[src/rtl/uart_tx_cfg.sv]
// Runtime-configurable UART transmitter: per-frame data length, parity, stop bits and bit period.
// Optional break generation is compiled in with `define UART_TX_BREAK_EN (adds input tx_break).
module uart_tx_cfg #(
   parameter int MAX_DATA_BITS = 9,
   parameter int DIV_WIDTH     = 16,
   parameter bit IDLE_LEVEL    = 1'b1
) (
   input  logic                     clk,
   input  logic                     rst,
   input  logic [MAX_DATA_BITS-1:0] tx_data,
   input  logic                     tx_valid,
   output logic                     tx_ready,
   input  logic [3:0]               cfg_data_bits,
   input  logic [1:0]               cfg_parity,
   input  logic                     cfg_stop2,
   input  logic [DIV_WIDTH-1:0]     baud_div,
`ifdef UART_TX_BREAK_EN
   input  logic                     tx_break,
`endif
   output logic                     tx_s,
   output logic                     busy,
   output logic                     frame_done
);

   localparam int IDX_W = $clog2(MAX_DATA_BITS);

   typedef enum logic [2:0] {
      S_IDLE,
      S_START,
      S_DATA,
      S_PARITY,
      S_STOP
`ifdef UART_TX_BREAK_EN
      ,
      S_BREAK,
      S_BRK_HOLD
`endif
   } state_e;

   state_e                   state_q, state_d;
   logic [DIV_WIDTH-1:0]     cnt_q, cnt_d;
   logic [DIV_WIDTH-1:0]     div_q, div_d;
   logic [IDX_W-1:0]         idx_q, idx_d;
   logic [MAX_DATA_BITS-1:0] data_q, data_d;
   logic [3:0]               nbits_q, nbits_d;
   logic                     par_en_q, par_en_d;
   logic                     par_odd_q, par_odd_d;
   logic                     stop2_q, stop2_d;
   logic                     tx_s_q, tx_s_d;

   logic                     last_tick, last_data, last_stop, frame_end, accept, par_bit;
   logic [3:0]               nbits_clamped;
   logic [DIV_WIDTH-1:0]     div_eff;

   assign last_tick = (cnt_q == div_q - DIV_WIDTH'(1));
   assign last_data = (int'(idx_q) == int'(nbits_q) - 1);
   // In STOP the bit index doubles as the stop-bit counter (0 or 1).
   assign last_stop = ~stop2_q | idx_q[0];
   assign frame_end = (state_q == S_STOP) && last_tick && last_stop;

`ifdef UART_TX_BREAK_EN
   assign tx_ready = ((state_q == S_IDLE) && !tx_break) || frame_end;
`else
   assign tx_ready = (state_q == S_IDLE) || frame_end;
`endif
   assign accept     = tx_valid && tx_ready;
   assign busy       = (state_q != S_IDLE);
   assign frame_done = frame_end;
   assign tx_s       = tx_s_q;

   assign nbits_clamped = (cfg_data_bits < 4'd5)                ? 4'd5 :
                          (cfg_data_bits > 4'(MAX_DATA_BITS))    ? 4'(MAX_DATA_BITS) :
                                                                   cfg_data_bits;
   assign div_eff = (baud_div == '0) ? DIV_WIDTH'(1) : baud_div;

   always_comb begin
      par_bit = par_odd_q;
      for (int i = 0; i < MAX_DATA_BITS; i++) begin
         if (i < int'(nbits_q)) par_bit = par_bit ^ data_q[i];
      end
   end

   // NOTE: every signal written here gets a default first, so no latch can be inferred.
   always_comb begin
      state_d   = state_q;
      cnt_d     = last_tick ? '0 : cnt_q + DIV_WIDTH'(1);
      idx_d     = idx_q;
      div_d     = div_q;
      data_d    = data_q;
      nbits_d   = nbits_q;
      par_en_d  = par_en_q;
      par_odd_d = par_odd_q;
      stop2_d   = stop2_q;

      case (state_q)
         S_IDLE: begin
            cnt_d = '0;
            idx_d = '0;
`ifdef UART_TX_BREAK_EN
            if (tx_break) begin
               state_d = S_BREAK;
               div_d   = div_eff;
            end
`endif
         end
         S_START: begin
            if (last_tick) begin
               state_d = S_DATA;
               idx_d   = '0;
            end
         end
         S_DATA: begin
            if (last_tick) begin
               if (last_data) begin
                  state_d = par_en_q ? S_PARITY : S_STOP;
                  idx_d   = '0;
               end else begin
                  idx_d = idx_q + IDX_W'(1);
               end
            end
         end
         S_PARITY: begin
            if (last_tick) begin
               state_d = S_STOP;
               idx_d   = '0;
            end
         end
         S_STOP: begin
            if (last_tick) begin
               if (last_stop) begin
                  state_d = S_IDLE;
                  idx_d   = '0;
               end else begin
                  idx_d = idx_q + IDX_W'(1);
               end
            end
         end
`ifdef UART_TX_BREAK_EN
         S_BREAK: begin
            cnt_d = '0;
            if (!tx_break) state_d = S_BRK_HOLD;
         end
         S_BRK_HOLD: begin
            if (last_tick) state_d = S_IDLE;
         end
`endif
         default: state_d = S_IDLE;
      endcase

      // Accept can only happen in IDLE or the final stop cycle; it overrides both.
      if (accept) begin
         state_d   = S_START;
         cnt_d     = '0;
         idx_d     = '0;
         data_d    = tx_data;
         nbits_d   = nbits_clamped;
         par_en_d  = (cfg_parity == 2'b01) || (cfg_parity == 2'b10);
         par_odd_d = (cfg_parity == 2'b10);
         stop2_d   = cfg_stop2;
         div_d     = div_eff;
      end
   end

   // Line level is registered from the next state so the start bit appears the cycle after accept.
   always_comb begin
      tx_s_d = IDLE_LEVEL;
      case (state_d)
         S_START:  tx_s_d = ~IDLE_LEVEL;
         S_DATA:   tx_s_d = data_q[idx_d];
         S_PARITY: tx_s_d = par_bit;
`ifdef UART_TX_BREAK_EN
         S_BREAK:  tx_s_d = ~IDLE_LEVEL;
`endif
         default:  tx_s_d = IDLE_LEVEL;
      endcase
   end

   // NOTE: sequential state uses non-blocking assignments so every register samples pre-edge values.
   always_ff @(posedge clk or posedge rst) begin
      if (rst) begin
         state_q   <= S_IDLE;
         cnt_q     <= '0;
         div_q     <= DIV_WIDTH'(1);
         idx_q     <= '0;
         data_q    <= '0;
         nbits_q   <= 4'd5;
         par_en_q  <= 1'b0;
         par_odd_q <= 1'b0;
         stop2_q   <= 1'b0;
         tx_s_q    <= IDLE_LEVEL;
      end else begin
         state_q   <= state_d;
         cnt_q     <= cnt_d;
         div_q     <= div_d;
         idx_q     <= idx_d;
         data_q    <= data_d;
         nbits_q   <= nbits_d;
         par_en_q  <= par_en_d;
         par_odd_q <= par_odd_d;
         stop2_q   <= stop2_d;
         tx_s_q    <= tx_s_d;
      end
   end

endmodule

[config.mk]
export PLATFORM = sky130hd
export DESIGN_NAME = uart_tx_cfg
export DESIGN_NICKNAME = d
export VERILOG_FILES = /design/src/rtl/uart_tx_cfg.sv
export SDC_FILE = /design/constraint.sdc
export NUM_CORES = 1
export LEC_CHECK = 0
export BUFFER_PORTS_ARGS = -buffer_cell sky130_fd_sc_hd__buf_4
export CAP_MARGIN = 30
export CORE_MARGIN = 1
export CORE_UTILIZATION = 45
export DETAILED_ROUTE_END_ITERATION = 10
export HOLD_SLACK_MARGIN = 0.02
export MAX_ROUTING_LAYER = met4
export SLEW_MARGIN = 20
export SYNTH_ARGS = -nofsm -noshare
export SYNTH_HDL_FRONTEND = slang
export SYNTH_SLANG_ARGS = --single-unit
[constraint.sdc]
create_clock -name clk -period 4.7 [get_ports clk]
set_input_delay 0.47 -clock clk [delete_from_list [all_inputs] [get_ports clk]]
set_output_delay 0.47 -clock clk [all_outputs]
set_load 0.005 [all_outputs]
# Word-level counts from Yosys, hierarchy flattened

Cells that the tools add are included.

Equality and inequality tests: 11
Add/sub/neg operators: 4
Order comparisons: 12
Reductions and logical operators: 9
Bitwise operators: 11
Muxes and demuxes: 34

Operator list:

| operator                | count |
|---|---|
| $mux W16                | 4 |
| $mux W4                 | 8 |
| $mux W3                 | 8 |
| $add A16 B1 Y16 const B | 1 |
| $eq A16 B16 Y1          | 1 |
| $logic_not A16 Y1       | 1 |
| $lt A3 B4 Y1 const A    | 4 |
| $pmux W4 S4             | 1 |
| $sub A16 B1 Y16 const B | 1 |
| $pmux W3 S5             | 1 |
| $eq A3 B2 Y1 const B    | 4 |
| $mux W1                 | 10 |
| $xor A1 B1 Y1           | 9 |
| $lt A1 B4 Y1 const A    | 2 |
| $lt A2 B4 Y1 const A    | 2 |
| $eq A3 B1 Y1 const B    | 2 |
| $eq A5 B5 Y1            | 1 |
| $lt A4 B5 Y1 const B    | 1 |
| $sub A4 B1 Y5 const B   | 1 |
| $add A4 B1 Y4 const B   | 1 |
| $bmux W1 S4             | 1 |
| $gt A4 B4 Y1 const B    | 1 |
| $lt A4 B3 Y1 const B    | 1 |
| $lt A4 B4 Y1 const A    | 1 |
| 11 further kinds        | 14 |

Output and inout bits: 4
Logic and storage cells: 91
Bits in registers: 56

# Logic depth before layout (Yosys ltp)

Gate-level depths: netlist of run 1.

Depth in word-level cells: 19
Mapped depth: 13
Depth with buffers taken out: 12

# Worst setup path before layout of run 1

OpenSTA, ideal clock, no wires.

Path kind: reg-to-reg
Start point: register div_q[8]
End point: register tx_s_q, in the netlist tx_s
Library setup time: 85 ps
Path slack: 984 ps
Required time: 4615 ps
Stages on the path, launching flop included: 12
Period minus slack after synthesis: 3716 ps
Data arrival time: 3631 ps
Buffers on the path: 1
Cell sequence: dfrtp_1 > or4_4 > or3_4 > a2111oi_4 > nor2_1 > or3b_1 > or4_1 > buf_2 > a31oi_4 > a21oi_2 > or4b_1 > o221ai_1

Word-level cells in the longest chain between the ends: 10

Ends and longest elaborated chain:

| what                                            | RTL line | RTL |
|---|---|---|
| start, declared                                 | 42       | `logic [DIV_WIDTH-1:0] div_q, div_d;` |
| start signal, assigned                          | 194      | `div_q <= div_d;` |
| $sub A16 B1 Y16 (*)                             | 55       | `assign last_tick = (cnt_q == div_q - DIV_WIDTH'(1));` |
| $eq A16 B16 Y1 (*)                              | 55       |  |
| branches (longest 4 deep; another with $mux W4) | -        |  |
| $mux W4 (*)                                     | 151      | `if (accept) begin` |
| via idx_d[2]                                    | 43       | `logic [IDX_W-1:0] idx_q, idx_d;` |
| $bmux W1 S4 (*)                                 | 169      | `S_DATA: tx_s_d = data_q[idx_d];` |
| $mux W1 (not written as such) (*)               | 169      |  |
| $pmux W1 S3 (*)                                 | 167      | `case (state_d)` |
| via tx_s_d                                      | 49       | `logic tx_s_q, tx_s_d;` |
| end signal, assigned                            | 201      | `tx_s_q <= tx_s_d;` |
| end, declared                                   | 49       |  |

Mark *: on every way through the listed nets, which the timed path passes. The select of a mux whose other input is x is not followed.
A chain may end at the register's enable or synchronous reset.

# Worst setup path after layout of run 1

Start point: register div_q[8]
End point: output port frame_done

Word-level cells in the longest chain between the ends: 4

Ends and longest elaborated chain:

| what                             | RTL line | RTL |
|---|---|---|
| $sub A16 B1 Y16                  | 55       |  |
| $eq A16 B16 Y1                   | 55       |  |
| $logic_and A1 B1 Y1 (2 in a row) | 59       | `assign frame_end = (state_q == S_STOP) && last_tick && last_stop;` |
| end, declared                    | 22       | `output logic frame_done` |

Every way passes these cells.

==> results of run 1 <==
## how the worst min path moves through the flow
stage,depth (start not counted),slack (ns),to,startpoint
finish,2,0.30,nbits_q[2],cfg_data_bits[3]
global route,2,0.30,nbits_q[2],cfg_data_bits[3]
CTS,2,0.30,nbits_q[2],cfg_data_bits[3]
detailed placement,2,0.50,div_q[0],div_q[0]
global placement,1,0.50,stop2_q,stop2_q
floorplan,2,0.47,par_en_q,par_en_q
## cell usage in the layout, fill, tap and decap left out, types with 8 or more instances in the layout
cell / n
nor3_1: 8
mux2_2: 29
dfrtp_1: 52
a21oi_1: 13
inv_1: 11
nor2_1: 38
buf_4: 41
o21ai_0: 16
xnor2_1: 23
nand2_1: 24
xor2_1: 23
nand3_1: 22
## stage by stage
step | setup WS [ns] | std cells | area [um^2] | hold slack, ns
2_1_floorplan | 0.984 | 362 | 3520 | 0.472
3_3_place_gp | 0.771 | 491 | 3910 | 0.498
3_5_place_dp | 0.725 | 491 | 3910 | 0.502
4_1_cts | 0.578 | 499 | 4040 | 0.300
5_1_grt | 0.180 | 499 | 4040 | 0.297
6_report | 0.537 | 499 | 4040 | 0.304
## cell type report
| class | count | area share (%) |
|---|---|---|
| timing repair buffer | 41 | 7.63 |
| clock buffer | 7 | 2.39 |
| tap | 99 | 3.07 |
| inverter | 12 | 1.12 |
| sequential | 56 | 34.8 |
| clock inverter | 1 | 0.744 |
| multi-input combinational | 283 | 50.2 |
## registers in the layout, summed over array words and instances (netlist names), 3 cells and up
signal,cells
state_q,3
div_q,16
idx_q,4
data_q,9
cnt_q,16
nbits_q,4
## power by group through the flow
stage | combinational, uW | clock (uW) | sequential, uW
2_1_floorplan | 9.70 | 0 | 491
3_3_place_gp | 38.7 | 0 | 491
3_5_place_dp | 38.8 | 0 | 491
4_1_cts | 39.0 | 358 | 482
5_1_grt | 42.3 | 380 | 482
6_report | 37.6 | 351 | 482
## cells by family after synthesis
group | share of synthesized area (%)
multiplexers | 11.9
AND/OR/NAND/NOR | 19.8
XOR/XNOR | 11.4
AO/OA/AOI/OAI | 11.9
flip-flops | 39.9
adder cells (fa/ha/maj) | 2.49
buffers and inverters | 2.49
## metal layers
layer / up-vias / track usage (%)
li1: 1370 / -
met1: 1268 / 30.9
met2: 64 / 29.1
met3: 8 / 3.11
met4: 0 / 4.57
met5: - / -
==> impl_results.md, run 1 <==
- Status: finished clean
- Setup Crit Path Kind: reg -> out
- Mapped Nets: 404
- Ys Warns: 0
- Area of the multi-input gates: 0.00203 mm^2
- R2R cell count: 12
- R2r endpoint: tx_s
- Clock Power Share: 40.3%
- All-Layer GR Usage: 20.6%
- Placer Congestion: 0.899
- Vias: 2710
- Last element of the critical path: frame_done
- Net Switching: 180 uW
- Critical path's top delay family: simple AND/OR/NAND/NOR gates
- Synth top area share: 37.0%
- Internal: 690 uW
- FMAX: 240 MHz
- Post-route ant nets: 0
- TritonCTS clock tree: yes
- Slowest CP cell: or4_4
- Worst Path Arrival: 3.69 ns
- Clk pin slew, worst setup/hold paths: 0.10 ns
- Max-slew headroom: 49.6%
- Post-synthesis register bit count: 56
- Synth top area cells: dfrtp_1 (37%), mux2_2 (9.3%), xnor2_1 (5.7%)
- Total power draw: 870 uW
- R2R setup slack: 0.63 ns
- Worst IR Drop VDD: 0.105 mV
- Number of synthesized flops with an enable pin: 0
- Post-Syn Instances: 362
- Total gr overflow: 0
- Syn avg cell area: 9.73 um^2
- Ys async rst share: 100%
- Initial cell density of the core: 47.5%
- Worst hold path class: in -> reg
- Slew Viols, Final: 0
- Final Hold Violating Endpoints: 0
- Worst skew pair latency: 0.32 ns
- Hold-fix buffers, CTS: 0
- Final setup viols: 0
- CP cell instances: or4_4 > or3_4 > a2111oi_4 > nor2_1 > or3b_1 > or4_1 > nor3b_1 > buf_4
- Std-Cell Rows: 31
- Total CTS buffers: 5
- Share of layout cells above drive strength 1: 23.3%
- Final Skew: 0.00754 ns
- Crit-path max cell delay: 0.61 ns
- Vias in the first global route: 2663
- Avg WL per Cell: 15.3 um
- Switching portion of total power: 20.7%
- Sequential share of the synthesized area: 39.9%
- Min Tclk post-route: 4.16 ns
- Met3 routed WL: 381 um
- Area leader, netlist: dfrtp_1
- CP Launch Type: flop
- Worst-path fanout max: 7
- IO buf count: 38
- Post_cts resized: 0
- Library cells used by synthesis: 56
- Clock buffer depth: 2
- Final antenna diode count: 0
- Chip Width: 90.5 um
- Tcrit/Tclk final: 88.6%
- WL final: 7620 um
- Highest Signal Layer: met4
- Worst path buffer plus inverter count: 1
- Synth Flop Type: dfrtp_1
- H-Tree Depth: 2
- Pwr/cell area: 216 mW/mm^2
- Final-stage net count: 441
- Max-cap violations: 0
- Sequential cell area: 0.00141 mm^2
- DR WL met2: 3170 um
- Crit. End Element: output pin
- Root buf cell: clkbuf_8
- Post-CTS setup buffers: 0
- Initial DRT Pass Iterations: 4
- Setup TNS: 0 ns
- IO Pins: 39
- Residual DRC: 0
- Drt via density: 5.43
- Initial antenna violation count: 0
- LEAKAGE: 0.00189 uW
- Critical Path Stages: 8
- Final core utilization: 54.5%
- 1st-iter DRT viols: 139
- # fillers: 674
- Met1 wire length: 3980 um
- Unrepaired setup endpoints after global routing: false
- CP required: 4.23 ns
- Synthesized area: 0.00352 mm^2
- CORE AREA: 0.00741 mm^2
- Area growth from synthesis to layout: 14.6%
- Final HPWL DP: 5660 um
- FF-to-FF Start: div_q[0]
- Worst slew pin tran: 0.750 ns
- Logic pwr share: 4.3%
- Sequential power share: 55.3%
- Worst setup path startpoint: div_q[8]
- Largest net degree at the start of global routing: 57
- First-pass GRT wire length: 13200 um
- Total die area: 0.00818 mm^2
- Die span in y: 90.5 um
- Clock sinks: 56
- Most frequent cells after synthesis: dfrtp_1 (52), nor2_1 (38), mux2_2 (29)
- Cell with the most instances after synthesis: dfrtp_1
(Power assumes the default switching activity.)
==> run 2: changes to the inputs <==
Settings changed: CORE_UTILIZATION 45 to 59, PLACE_DENSITY set to 0.8.
==> run 2 against run 1 <==
Sequential share of layout area up 0.77 points. Fmax up 0.34%. Largest cell class unchanged. Highest routed layer unchanged. Critical path depth unchanged.
==> impl_results.md, run 2 (synthesis results as in run 1) <==
- Largest net degree at the start of global routing: 57
- Final-stage net count: 440
- Chip Width: 79.3 um
- Post-Place Cell Area: 0.00387 mm^2
- Final worst slack: 0.551 ns
- Biggest regs: cnt_q (16), div_q (16), data_q (9)
- First-pass GRT wire length: 12500 um
- Worst IR Drop VDD: 0.152 mV
- Total die area: 0.00628 mm^2
- Status: finished clean
- Vias: 2783
- Slowest CP cell: or4_4
- Cells after DPL: 463
- Final antenna diode count: 0
- Final setup viols: 0
- CP required: 4.23 ns
- Max-cap violations: 0
- Commonest non-fill, non-tap cells in the layout: dfrtp_1 (52), buf_4 (40), nor2_1 (38), mux2_2 (29), nand2_1 (24)
- Hold-fix buffers, CTS: 0
- IO Pins: 39
- Setup Crit Path Kind: reg -> out
- Clk pin slew, worst setup/hold paths: 0.09 ns
- Total gr overflow: 0
- Pre-CTS setup slack: 0.670 ns
- Residual DRC: 0
- Post-CTS setup buffers: 0
- Non-filler cells, final: 471
- Slew Viols, Final: 0
- Die span in y: 79.3 um
- Avg WL per Cell: 15.8 um
- Placer Congestion: 0.894
- Worst-path fanout max: 7
- CP cell instances: or4_4 > or3_4 > a2111oi_4 > nor2_1 > or3b_1 > or4_1 > nor3b_1 > buf_4
- Post_cts resized: 0
- Std-Cell Rows: 27
- LEAKAGE: 0.00186 uW
- Final Hold Violating Endpoints: 0
- TritonCTS clock tree: yes
- Final core utilization: 70.0%
- H-Tree Depth: 2
- IO buf count: 38
- CORE AREA: 0.00564 mm^2
- FMAX: 241 MHz
- Share of layout cells above drive strength 1: 22.3%
- Root buf cell: clkbuf_8
- Worst Path Arrival: 3.68 ns
- Worst hold path class: in -> reg
- Setup TNS: 0 ns
- # fillers: 447
- Worst slew pin tran: 0.733 ns
- Tcrit/Tclk final: 88.3%
- Max-slew headroom: 49.8%
- Final instance area: 0.00395 mm^2
- WL final: 7470 um
- Most common cell after layout, fill and taps aside: dfrtp_1
- CP Launch Type: flop
- Crit. End Element: output pin
- All-Layer GR Usage: 26.5%
- Critical path's top delay family: simple AND/OR/NAND/NOR gates
- Drt via density: 5.91
- Crit-path max cell delay: 0.61 ns
- Initial antenna violation count: 0
- Total CTS buffers: 5
- Min Tclk post-route: 4.15 ns
- Final HPWL DP: 5620 um
- 1st-iter DRT viols: 155
- Area growth from synthesis to layout: 12.2%
- Initial cell density of the core: 62.4%
- Unrepaired setup endpoints after global routing: false
- Vias in the first global route: 2631
- Worst path buffer plus inverter count: 1
- Post-route ant nets: 0
- Worst skew pair latency: 0.31 ns
- Final Skew: 0.00756 ns
- Clock sinks: 56
- Initial DRT Pass Iterations: 4
- Pwr/cell area: 195 mW/mm^2
- Clock buffer depth: 2
[run 2: cell types whose count changed in the layout (fill, tap and decap cells not counted)]
cell | before | now
buf_4 | 41 | 40
bufinv_16 | 1 | 0
clkbuf_1 | 0 | 3
clkbuf_8 | 7 | 5
[run 2: layout make-up]
class                   instances  area [um^2]  area share [%]
multi-input cells             283         2030            51.3
flip-flops and latches         56         1410            35.6
repair buffers                 40          300            7.60
well taps                      72         90.1            2.28
clock buffers                   8         80.1            2.03
inverters                      12         45.0            1.14
[run 2: metal layers]
metal	part of all wire [%]	track usage (%)	wire [um]
met1	49	37.3	3670
met2	45	39.8	3350
met3	4.9	3.79	363
met4	1.1	7.64	84
met5	0	-	0
[run 2: where the power goes]
group	total (uW)	internal, uW	switching, uW
Combinational	37.5	20.1	17.4
Clock	252	106	145
Sequential	482	482	0
[run 2: final timing paths]
path / start / end / slack, ns / cells after the start
max: div_q[8] / frame_done / 0.55 / 8
min: cfg_data_bits[3] / nbits_q[2] / 0.33 / 2
max reg2reg: div_q[3] / tx_s / 0.64 / 10
min reg2reg: par_en_q / par_en_q / 0.53 / 2
max in group asynchronous: rst / cnt_q[8] / 3.91 / 3
min in group asynchronous: rst / div_q[15] / 0.35 / 3
[run 2: stage by stage]
stage | hold WS (ns) | total power, uW
2_1_floorplan | 0.472 | 501
3_3_place_gp | 0.498 | 529
3_5_place_dp | 0.507 | 529
4_1_cts | 0.321 | 780
5_1_grt | 0.334 | 800
6_report | 0.331 | 771
[run 2: worst register-to-register path, stage by stage, from the launching register on]
cell       delay [ns]
dfrtp_1          0.46
nor3_1           0.54
a21boi_0         0.17
a2111oi_0        0.69
nand4_1          0.26
nor4_4           0.62
mux2i_1          0.40
nor2_4           0.11
mux2i_1          0.13
mux4_2           0.46
o221ai_1         0.15
